$ cat src/rtl/lfsr_mcnto_pkg.sv
// rtl/lfsr_mcnto_pkg.sv - shared types and LFSR step helpers for lfsr_mcnto
package lfsr_mcnto_pkg;

    localparam int MAX_WIDTH = 12;

    typedef enum logic {
        ST_RUN  = 1'b0,
        ST_HALT = 1'b1
    } chan_state_e;

    // Tap bit positions (tap n sits at bit n-1) for each supported width.
    function automatic logic [MAX_WIDTH-1:0] tap_mask(input int w);
        logic [MAX_WIDTH-1:0] m;
        case (w)
            3:       m = 12'h006;
            4:       m = 12'h00C;
            5:       m = 12'h014;
            6:       m = 12'h030;
            7:       m = 12'h060;
            8:       m = 12'h0B8;
            9:       m = 12'h110;
            10:      m = 12'h240;
            11:      m = 12'h500;
            12:      m = 12'h829;
            default: m = 12'h000;
        endcase
        return m;
    endfunction

    // One XNOR-feedback shift step; all-ones maps to itself (lockup).
    function automatic logic [MAX_WIDTH-1:0] lfsr_next(input logic [MAX_WIDTH-1:0] c, input int w);
        logic                 fb;
        logic [MAX_WIDTH-1:0] width_mask;
        fb         = ~^(c & tap_mask(w));
        width_mask = 12'((13'd1 << w) - 13'd1);
        return {c[MAX_WIDTH-2:0], fb} & width_mask;
    endfunction

endpackage

$ cat src/rtl/lfsr_mcnto_chan.sv
// rtl/lfsr_mcnto_chan.sv - one LFSR terminal-count channel
module lfsr_mcnto_chan
    import lfsr_mcnto_pkg::*;
#(
    parameter int WIDTH = 8
) (
    input  logic             clk,
    input  logic             reset,
    input  logic [WIDTH-1:0] data,
    input  logic             load,
    input  logic             cen,
    input  logic [WIDTH-1:0] count_to,
    input  logic             oneshot,
    input  logic             flag_clr,
    output logic [WIDTH-1:0] count,
    output logic             tercnt,
    output logic             tc_flag
);

    logic [WIDTH-1:0] count_q, count_d;
    logic [WIDTH-1:0] reload_q, reload_d;
    chan_state_e      state_q, state_d;
    logic             tercnt_q, tercnt_d;
    logic             flag_q, flag_d;

    // Channel state register; reset returns to a zeroed counter in RUN.
    always_ff @(posedge clk) begin
        if (reset) begin
            count_q  <= '0;
            reload_q <= '0;
            state_q  <= ST_RUN;
            tercnt_q <= 1'b0;
            flag_q   <= 1'b0;
        end else begin
            count_q  <= count_d;
            reload_q <= reload_d;
            state_q  <= state_d;
            tercnt_q <= tercnt_d;
            flag_q   <= flag_d;
        end
    end

    // Next state: load beats count enable; a terminal set beats a flag clear.
    always_comb begin
        count_d  = count_q;
        reload_d = reload_q;
        state_d  = state_q;
        tercnt_d = 1'b0;
        flag_d   = flag_q & ~flag_clr;
        if (load) begin
            count_d  = data;
            reload_d = data;
            state_d  = ST_RUN;
        end else if (cen && (state_q == ST_RUN)) begin
            if (count_q == count_to) begin
                tercnt_d = 1'b1;
                flag_d   = 1'b1;
                if (oneshot) begin
                    state_d = ST_HALT;
                end else begin
                    count_d = reload_q;
                end
            end else begin
                count_d = WIDTH'(lfsr_next(MAX_WIDTH'(count_q), WIDTH));
            end
        end
    end

    assign count   = count_q;
    assign tercnt  = tercnt_q;
    assign tc_flag = flag_q;

endmodule

$ cat src/rtl/lfsr_mcnto.sv
// rtl/lfsr_mcnto.sv - multi-channel LFSR terminal counter top
module lfsr_mcnto
    import lfsr_mcnto_pkg::*;
#(
    parameter int WIDTH = 8,
    parameter int NCH   = 4
) (
    input  logic                 clk,
    input  logic                 reset,
    input  logic [NCH*WIDTH-1:0] data,
    input  logic [NCH-1:0]       load,
    input  logic [NCH-1:0]       cen,
    input  logic [NCH*WIDTH-1:0] count_to,
    input  logic [NCH-1:0]       oneshot,
    input  logic [NCH-1:0]       flag_clr,
    output logic [NCH*WIDTH-1:0] count,
    output logic [NCH-1:0]       tercnt,
    output logic [NCH-1:0]       tc_flag,
    output logic                 irq
);

    for (genvar i = 0; i < NCH; i++) begin : g_chan
        lfsr_mcnto_chan #(
            .WIDTH (WIDTH)
        ) u_chan (
            .clk      (clk),
            .reset    (reset),
            .data     (data[i*WIDTH +: WIDTH]),
            .load     (load[i]),
            .cen      (cen[i]),
            .count_to (count_to[i*WIDTH +: WIDTH]),
            .oneshot  (oneshot[i]),
            .flag_clr (flag_clr[i]),
            .count    (count[i*WIDTH +: WIDTH]),
            .tercnt   (tercnt[i]),
            .tc_flag  (tc_flag[i])
        );
    end

    assign irq = |tc_flag;

endmodule

$ cat config.mk
export PLATFORM = sky130hd
export DESIGN_NAME = lfsr_mcnto
export DESIGN_NICKNAME = d
export VERILOG_FILES = /design/src/rtl/lfsr_mcnto_pkg.sv /design/src/rtl/lfsr_mcnto_chan.sv /design/src/rtl/lfsr_mcnto.sv
export SDC_FILE = /design/constraint.sdc
export NUM_CORES = 1
export LEC_CHECK = 0
export ABC_AREA = 1
export BUFFER_PORTS_ARGS = -buffer_cell sky130_fd_sc_hd__buf_2
export CAP_MARGIN = 30
export CORE_MARGIN = 2
export CORE_UTILIZATION = 30
export DETAILED_ROUTE_END_ITERATION = 8
export SKIP_LAST_GASP = 1
export SLEW_MARGIN = 0
export SYNTH_ARGS = -nofsm -noshare
export SYNTH_HDL_FRONTEND = slang
export SYNTH_SLANG_ARGS = --single-unit
$ cat constraint.sdc
create_clock -name clk -period 1.85 [get_ports clk]
set_clock_uncertainty 0.15 [all_clocks]
set_input_delay 0.37 -clock clk [delete_from_list [all_inputs] [get_ports clk]]
set_output_delay 0.37 -clock clk [all_outputs]
set_load 0.05 [all_outputs]
==> results of run 1 <==
-- per-stage QoR --
stage / hold slack [ps] / cell area (um^2) / std cells / TNS [ps]
after global placement: 298 / 5190 / 974 / 0
after global routing: 56.4 / 5500 / 989 / -51.2
after detailed placement: 295 / 5190 / 974 / 0
final: 56.1 / 5500 / 989 / -25.5
after CTS: 43.1 / 5490 / 989 / -43.9
after floorplan: 285 / 4320 / 675 / 0
-- Yosys cell counts --
cell type,instances,area [um^2]
o22ai_1,2,12.5
o21a_1,2,15.0
nand3_1,66,330
buf_6,2,22.5
nand2_2,9,56.3
o21bai_1,2,15.0
nor3_2,4,40.0
a21oi_1,66,330
nor2_4,3,33.8
nor2_8,1,20.0
nand2_1,273,1020
nor2_1,44,165
buf_2,4,20.0
inv_1,58,218
dfxtp_1,76,1520
or4_1,1,7.51
buf_4,13,97.6
nand3_4,2,35.0
nand2_4,2,22.5
clkbuf_1,11,41.3
nand3_2,2,20.0
clkinv_1,4,15.0
nand4_1,2,12.5
xnor2_1,26,228
-- repair_timing --
item | in CTS | in global routing
hold buffers | 0 | 0
gates resized for setup | 7 | 5
setup buffers | 1 | 0
setup endpoints to repair | 1 | 4
pin swaps | 1 | 0
-- cell families (layout without fill, tap and decap cells) --
group                     after synthesis  in the layout
xor gates and xnor gates               26             26
and+or+nand+nor                       409            409
DFF                                    76             76
buffers and inverters                  92            226
AOI/OAI and AO/OA                      72             72
-- cell usage in the layout (no fill, tap or decap), types with 2 or more instances in the layout --
cell / count
nand3_2: 2
clkbuf_16: 9
dfxtp_2: 14
a21oi_1: 65
o21a_1: 2
nand2_2: 9
buf_2: 121
nand3_1: 66
xnor2_1: 26
o22ai_1: 2
nor2_4: 3
nand2_1: 272
nand4_1: 2
nand3_4: 2
nor2_1: 44
o21bai_1: 2
nor3_2: 4
inv_1: 58
nand2_4: 3
clkinv_2: 2
buf_4: 27
clkbuf_8: 3
dfxtp_1: 61
clkinv_1: 4
-- final cells by class --
cell class / instances / area, um^2 / area share, %
repair buffers: 150 / 843 / 15.3
multi-input cells: 507 / 2380 / 43.3
inverters: 62 / 233 / 4.23
clock inverters: 2 / 10.0 / 0.182
well taps: 180 / 225 / 4.09
clock buffers: 12 / 267 / 4.84
flip-flops and latches: 76 / 1540 / 28.0
-- where the power goes --
group / internal, W / total, W / switching [W]
sequential: 0.00174 / 0.00183 / 0.0000903
clock: 0.000999 / 0.00167 / 0.000669
combinational: 0.000361 / 0.00101 / 0.000651
total: 0.00310 / 0.00451 / 0.00141
-- flip-flops by register name, summed over array words and instances, names as in the netlist --
register,count
g_chan.u_chan.count,32
g_chan.u_chan.reload_q,32
g_chan.u_chan.state_q,4
g_chan.u_chan.tc_flag,4
g_chan.u_chan.tercnt,4
-- worst max-delay path, cell delays in order, from the launching register on --
cell,delay [ps]
dfxtp_2,320
or4_4,540
buf_8,170
-- metal layers --
layer	vias up	GRT usage [%]	routed length, um
li1	2383	-	-
met5	-	0	0
met3	12	2.61	511
met4	0	5.89	144
met2	94	25.3	5310
met1	1935	21.3	5860
-- worst paths after layout --
check	cells after the start	to	startpoint
worst max register to register	8	g_chan[3].u_chan.count[0]	g_chan[3].u_chan.count[6]
worst min register to register	2	g_chan[0].u_chan.state_q	g_chan[0].u_chan.state_q
worst max-delay path	2	irq	g_chan[1].u_chan.tc_flag
worst min-delay path	2	g_chan[1].u_chan.tc_flag	flag_clr[1]
==> results.tsv, run 1 <==
stage	metric	value	unit
yosys	syn_nets	757	
yosys	Synth Cell Area	4300	um^2
worst_setup_path	flop-to-flop setup slack	200	ps
yosys	Mean Syn Cell Area	6.38	um^2
pwr	Leakage	2.86	nW
global_route	vias in the first global route	4016	
sta	setup ws final	-25.5	ps
sta	Fmax	533	MHz
min_path	worst min path class	in -> reg	
floorplan	Die W	124	um
cts	Root Buffer	clkbuf_16	
sta	Hold Fails Final Rpt	0	
worst_setup_path	Setup CP Type	reg -> out	
yosys	Synth warnings	0	
place	GPL Wtd Cong	0.807	
detailed_routing	post-DR vias/cell	4.47	
sta	Setup Viol. Count Final	1	
yosys	sequential area share after synthesis	35.3	%
floorplan	initial core utilization	30.9	%
status	status	finished with violations	
place	Post-DP HPWL	9.03	mm
worst_setup_path	startpoint types	register	
global_route	total gr overflow	0	
place	dpl ws	26.0	ps
yosys	post-synthesis mux area share	0	%
floorplan	Die ar.	15300	um^2
finish	Area Overhead vs Synth	27.9	%
cts	worst skew pair latency	330	ps
worst_setup_path	Crit path arrival time	1360	ps
pwr	Peak VDD IR	0.347	mV
cts	CTS tree	done	
global_route	global-route wire length before repair	19.1	mm
yosys	largest family of logic cells by synthesized area	simple AND/OR/NAND/NOR gates	
detailed_routing	1st-pass router iterations	5	
finish	number of diodes	0	
sta	Period Utilization, post-route	101	%
sta	Final Critical Period	1880	ps
yosys	Mapped Cells	675	
detailed_routing	final wirelength	11.8	mm
yosys	Compound-Gate Fraction of Synth Area	8.66	%
worst_setup_path	WP data required	1330	ps
detailed_routing	DR vias	4424	
cts	Clock Path Buffers	2	
sta	worst-margin pin slew	397	ps
place	PortBufs	122	
cts	htree depth	3	
global_route	largest net degree at the start of global routing	35	
floorplan	Die H	124	um
yosys	xor/xnor share of the synthesized area	5.29	%
yosys	number of distinct library cells after synthesis	24	
finish	layout cell share with drive strength beyond 1	25.3	%
detailed_routing	wire per inst	12.0	um
finish	post-layout util	39.5	%
global_route	gr usage total	15.8	%
yosys	post-synthesis adder-cell area fraction	0	%
sta	Final Max Tran Viols	0	
sta	RSZ-0062 raised after global routing	yes	
cts	Worst-path clk slew	60	ps
floorplan	I/O Pins	123	
pwr	PD cells	819	nW/um^2
detailed_routing	Initial DRC Count	228	
worst_setup_path	CP max FO	2	
finish	nets@finish	888	
pwr	Design Power	0.00451	W
sta	slew margin rel.	73.5	%
detailed_routing	Routed Antenna Nets	0	
floorplan	Placeable Area	13900	um^2
finish	# fillers	1538	
worst_setup_path	CP endpoint kind	output port	
status	violated checks	setup timing	
flow_run	Max Cap Violations	0	
yosys	Synth Register Bits	76	
detailed_routing	DR DRC count	0	
yosys	Synth Area in Simple Gates	41.1	%
cts	CTS buffer count	9	
cts	clock sinks	76	
floorplan	num rows	43	
global_route	initial antenna violation count	0	
No activity file was read; power rests on OpenSTA's default activity.
==> run 2, diff against run 1 <==
--- a/config.mk
+++ b/config.mk
@@ -6,11 +6,14 @@
 export NUM_CORES = 1
 export LEC_CHECK = 0
 export ABC_AREA = 1
-export BUFFER_PORTS_ARGS = -buffer_cell sky130_fd_sc_hd__buf_2
+export BUFFER_PORTS_ARGS = -buffer_cell sky130_fd_sc_hd__buf_4
 export CAP_MARGIN = 30
+export CELL_PAD_IN_SITES_DETAIL_PLACEMENT = 1
+export CELL_PAD_IN_SITES_GLOBAL_PLACEMENT = 1
 export CORE_MARGIN = 2
 export CORE_UTILIZATION = 30
 export DETAILED_ROUTE_END_ITERATION = 8
+export PLACE_DENSITY_LB_ADDON = 0.1
 export SKIP_LAST_GASP = 1
 export SLEW_MARGIN = 0
 export SYNTH_ARGS = -nofsm -noshare
==> results.tsv, run 2 (synthesis results as in run 1) <==
stage	metric	value	unit
pwr	Cell Int Power	0.00316	W
cts	worst skew pair latency	340	ps
worst_setup_path	Crit path arrival time	1380	ps
worst_setup_path	WP data required	1330	ps
cts	Worst-path clk slew	60	ps
finish	layout cell share with drive strength beyond 1	25.7	%
status	status	finished with violations	
worst_setup_path	CP endpoint kind	output port	
global_route	largest net degree at the start of global routing	19	
pwr	clock network power share	35.9	%
pwr	Peak VDD IR	0.396	mV
place	PortBufs	122	
global_route	vias in the first global route	4592	
sta	Hold Fails Final Rpt	0	
sta	RSZ-0062 raised after global routing	yes	
floorplan	Die ar.	15300	um^2
sta	Period Utilization, post-route	103	%
cts	clock sinks	76	
worst_setup_path	CP max FO	2	
cts	CTS buffer count	9	
finish	nets@finish	894	
pwr	Leakage	2.98	nW
pwr	combinational share of power	24.4	%
cts	htree depth	3	
pwr	Seq pwr share	39.7	%
detailed_routing	wire per inst	13.8	um
pwr	Design Power	0.00462	W
sta	Setup Viol. Count Final	1	
worst_setup_path	startpoint types	register	
place	GPL Wtd Cong	0.794	
finish	most frequent cells in the layout	273 x nand2_1, 155 x buf_4, 66 x nand3_1, 66 x a21oi_1, 60 x dfxtp_1	
sta	Final Max Tran Viols	0	
sta	Final Critical Period	1900	ps
flow_run	Max Cap Violations	0	
floorplan	Placeable Area	13900	um^2
detailed_routing	DR vias	4561	
detailed_routing	final wirelength	13.8	mm
status	violated checks	setup timing	
floorplan	I/O Pins	123	
detailed_routing	DR DRC count	0	
sta	worst-margin pin slew	337	ps
place	Post-DP HPWL	10.8	mm
sta	slew margin rel.	77.5	%
min_path	worst min path class	in -> reg	
sta	Fmax	525	MHz
pwr	switching share of power	31.7	%
floorplan	num rows	43	
worst_setup_path	max incr delay on CP	540	ps
worst_setup_path	Max stage delay cell, worst path	or4_4	
global_route	initial antenna violation count	0	
floorplan	initial core utilization	30.9	%
global_route	global-route wire length before repair	21.9	mm
worst_setup_path	worst path cell trace	or4_4 -> buf_12	
sta	setup ws final	-53.8	ps
finish	Post-Layout Cell Count	996	
place	placed cell count	977	
detailed_routing	Initial DRC Count	165	
finish	Area Overhead vs Synth	35.8	%
cts	Root Buffer	clkbuf_16	
place	dpl ws	-82.5	ps
finish	# fillers	1834	
cts	CTS tree	done	
detailed_routing	1st-pass router iterations	4	
sta	Fin Setup TNS	-53.8	ps
finish	number of diodes	0	
global_route	total gr overflow	0	
global_route	gr usage total	18.4	%
pwr	sw power	0.00146	W
floorplan	Die W	124	um
finish	most common cell after layout, fill and taps aside	nand2_1	
detailed_routing	Routed Antenna Nets	0	
detailed_routing	post-DR vias/cell	4.58	
cts	Clock Path Buffers	2	
pwr	PD cells	791	nW/um^2
worst_setup_path	Setup CP Type	reg -> out	
floorplan	Die H	124	um
finish	post-layout util	41.9	%
[run 2: cell types whose count changed in the layout (fill, tap and decap cells not counted), sizes merged]
cell and delta:
buf +6, clkbuf +1
[run 2: timing repair]
item                       in CTS  in global routing
resized for setup               6                  6
pin swaps                       1                  2
setup buffers                   2                  2
setup endpoints to repair       1                 24
hold buffers                    0                  0
[run 2: worst max-delay path, delay by kind of cell (launching register included)]
kind,cells,cell delay (ps)
and+or+nand+nor,1,540
buffers and inverters,1,160
DFF,1,330
[run 2: final cells by class]
cell class | instances | area (um^2) | share of cell area [%]
clock buffers | 13 | 260 | 4.45
repair buffers | 156 | 1180 | 20.3
inverters | 62 | 233 | 3.98
well taps | 180 | 225 | 3.85
clock inverters | 2 | 10.0 | 0.171
multi-input cells | 507 | 2390 | 40.9
flip-flops and latches | 76 | 1540 | 26.4
[run 2: metrics by stage]
stage / hold WS (ps) / cell area, um^2
global placement: 294 / 5500
CTS: 37.5 / 5810
global route: 50.2 / 5840
detailed placement: 305 / 5500
finish: 50.6 / 5840
floorplan: 285 / 4320
[run 2: path summary, 6_finish.rpt]
kind	from	endpoint	slack [ps]	depth (start not counted)
min reg2reg	g_chan[1].u_chan.reload_q[0]	g_chan[1].u_chan.reload_q[0]	310	2
max reg2reg	g_chan[3].u_chan.count[6]	g_chan[3].u_chan.count[6]	100	8
min	flag_clr[1]	g_chan[1].u_chan.tc_flag	50	2
max	g_chan[1].u_chan.tc_flag	irq	-50	2
[run 2: layer usage]
layer / track usage, % / vias to the layer above / routed length, um
li1: - / 2370 / -
met1: 23.7 / 2096 / 6610
met2: 31.0 / 84 / 6450
met3: 2.79 / 11 / 536
met4: 7.03 / 0 / 191
met5: 0 / - / 0
[run 2: power groups by stage]
| stage | Sequential, W | Clock, W | Combinational (W) |
|---|---|---|---|
| global route | 0.00185 | 0.00179 | 0.00125 |
| CTS | 0.00184 | 0.00173 | 0.00113 |
| detailed placement | 0.00187 | 0 | 0.00113 |
| floorplan | 0.00205 | 0 | 0.000520 |
| global placement | 0.00187 | 0 | 0.00110 |
| finish | 0.00184 | 0.00166 | 0.00113 |
==> run 3, diff against run 2 <==
--- a/config.mk
+++ b/config.mk
@@ -14,6 +14,7 @@
 export CORE_UTILIZATION = 30
 export DETAILED_ROUTE_END_ITERATION = 8
 export PLACE_DENSITY_LB_ADDON = 0.1
+export RECOVER_POWER = 25
 export SKIP_LAST_GASP = 1
 export SLEW_MARGIN = 0
 export SYNTH_ARGS = -nofsm -noshare
==> results.tsv, run 3 (synthesis results as in run 1) <==
stage	metric	value	unit
finish	Area Overhead vs Synth	35.0	%
worst_setup_path	Crit path arrival time	1380	ps
cts	CTS tree	done	
worst_setup_path	max incr delay on CP	540	ps
pwr	Peak VDD IR	0.396	mV
sta	Fmax	526	MHz
flow_run	Max Cap Violations	0	
status	status	finished with violations	
place	GPL Wtd Cong	0.794	
place	PortBufs	122	
global_route	global-route wire length before repair	21.9	mm
cts	Clock Path Buffers	2	
cts	worst skew pair latency	340	ps
worst_setup_path	CP startpoint	g_chan[1].u_chan.tc_flag	
worst_setup_path	startpoint types	register	
sta	Final Critical Period	1900	ps
detailed_routing	Routed Antenna Nets	0	
finish	Sequential cell area	1540	um^2
worst_setup_path	r2r endpoint	g_chan[3].u_chan.count[6]	
sta	Hold Fails Final Rpt	0	
global_route	largest net degree at the start of global routing	19	
floorplan	initial core utilization	30.9	%
sta	RSZ-0062 raised after global routing	yes	
detailed_routing	1st-pass router iterations	6	
sta	worst-margin pin slew	689	ps
finish	post-layout util	41.7	%
worst_setup_path	R2R depth	8	
finish	# fillers	1839	
global_route	gr usage total	18.4	%
worst_setup_path	Max stage delay cell, worst path	or4_4	
floorplan	Die ar.	15300	um^2
finish	nets@finish	894	
worst_setup_path	WP data required	1330	ps
min_path	worst min path class	in -> reg	
finish	multi-input logic area	2390	um^2
worst_setup_path	CP endpoint kind	output port	
cts	htree depth	3	
detailed_routing	final wirelength	13.8	mm
sta	Setup Viol. Count Final	1	
detailed_routing	DR vias	4576	
cts	clock sinks	76	
detailed_routing	Initial DRC Count	177	
pwr	Leakage	2.94	nW
finish	most common cell after layout, fill and taps aside	nand2_1	
place	dpl ws	-82.5	ps
cts	Worst-path clk slew	60	ps
cts	Root Buffer	clkbuf_16	
status	violated checks	setup timing	
min_path	Hold Crit Start	flag_clr[1]	
min_path	hold endpoint	g_chan[1].u_chan.tc_flag	
global_route	total gr overflow	0	
cts	CTS buffer count	9	
pwr	PD cells	794	nW/um^2
detailed_routing	wire per inst	13.9	um
global_route	initial antenna violation count	0	
finish	most frequent cells in the layout	273 x nand2_1, 146 x buf_4, 66 x nand3_1, 66 x a21oi_1, 60 x dfxtp_1	
sta	setup ws final	-52.4	ps
finish	number of diodes	0	
floorplan	I/O Pins	123	
floorplan	Die W	124	um
global_route	vias in the first global route	4592	
min_path	Min-Delay Path Depth	2	
worst_setup_path	flop-to-flop setup slack	110	ps
finish	layout cell share with drive strength beyond 1	24.6	%
worst_setup_path	worst path cell trace	or4_4 -> buf_12	
worst_setup_path	RR Startpoint	g_chan[3].u_chan.count[6]	
floorplan	num rows	43	
worst_setup_path	CP max FO	2	
place	Post-DP HPWL	10.8	mm
worst_setup_path	Setup CP Type	reg -> out	
sta	Period Utilization, post-route	103	%
detailed_routing	post-DR vias/cell	4.59	
detailed_routing	DR DRC count	0	
sta	Final Max Tran Viols	0	
floorplan	Placeable Area	13900	um^2
cts	CTS Hold Bufs	0	
sta	slew margin rel.	54.0	%
floorplan	Die H	124	um
## run 3: cell count changes in the layout (fill, tap and decap cells not counted), sizes merged
cell,change
buf,-9
clkbuf,+9
## run 3: worst max-delay path, delay by kind of cell (launching register included)
kind          cells  cell delay [ps]
buf+inv           1              160
simple gates      1              540
flops             1              330
## run 3: final cells by class
cell class | count | area share (%)
repair buffers | 156 | 19.8
clock inverters | 2 | 0.172
flip-flops and latches | 76 | 26.5
multi-input cells | 507 | 41.1
inverters | 62 | 4.01
clock buffers | 13 | 4.48
well taps | 180 | 3.88
## run 3: where the power goes
group | leakage, nW | internal [W] | switching (W)
combinational | 2.18 | 0.000439 | 0.000679
sequential | 0.631 | 0.00174 | 0.0000975
clock | 0.135 | 0.000971 | 0.000685
## run 3: timing repair
action,4_1_cts,5_1_grt
gates resized for setup,6,6
pin swaps,1,2
buffers inserted,2,2
setup endpoints to repair,1,24
## run 3: metrics by stage
stage,hold WS [ps],std cells,TNS (ps),total power (W),instance area [um^2]
detailed placement,305,977,-542,0.00300,5500
finish,51.8,996,-52.4,0.00461,5810
CTS,37.5,994,-77.8,0.00470,5810
global placement,294,977,-351,0.00297,5500
floorplan,285,675,0,0.00257,4320
global route,50.2,996,-84.0,0.00487,5810
## run 3: per-layer routing
layer	global-route usage, %	wire length (um)	part of all wire (%)
met3	2.79	522	3.8
met2	31.0	6490	47
met4	7.03	191	1.4
met5	0	0	0
met1	23.7	6620	48
## run 3: worst max-delay path by stage
stage                                     end  slack (ps)
finish                                    irq         -50
global route                              irq         -80
CTS                                       irq         -80
global placement    g_chan[3].u_chan.count[0]         -70
floorplan           g_chan[3].u_chan.count[4]        0.09
detailed placement  g_chan[2].u_chan.count[7]         -80
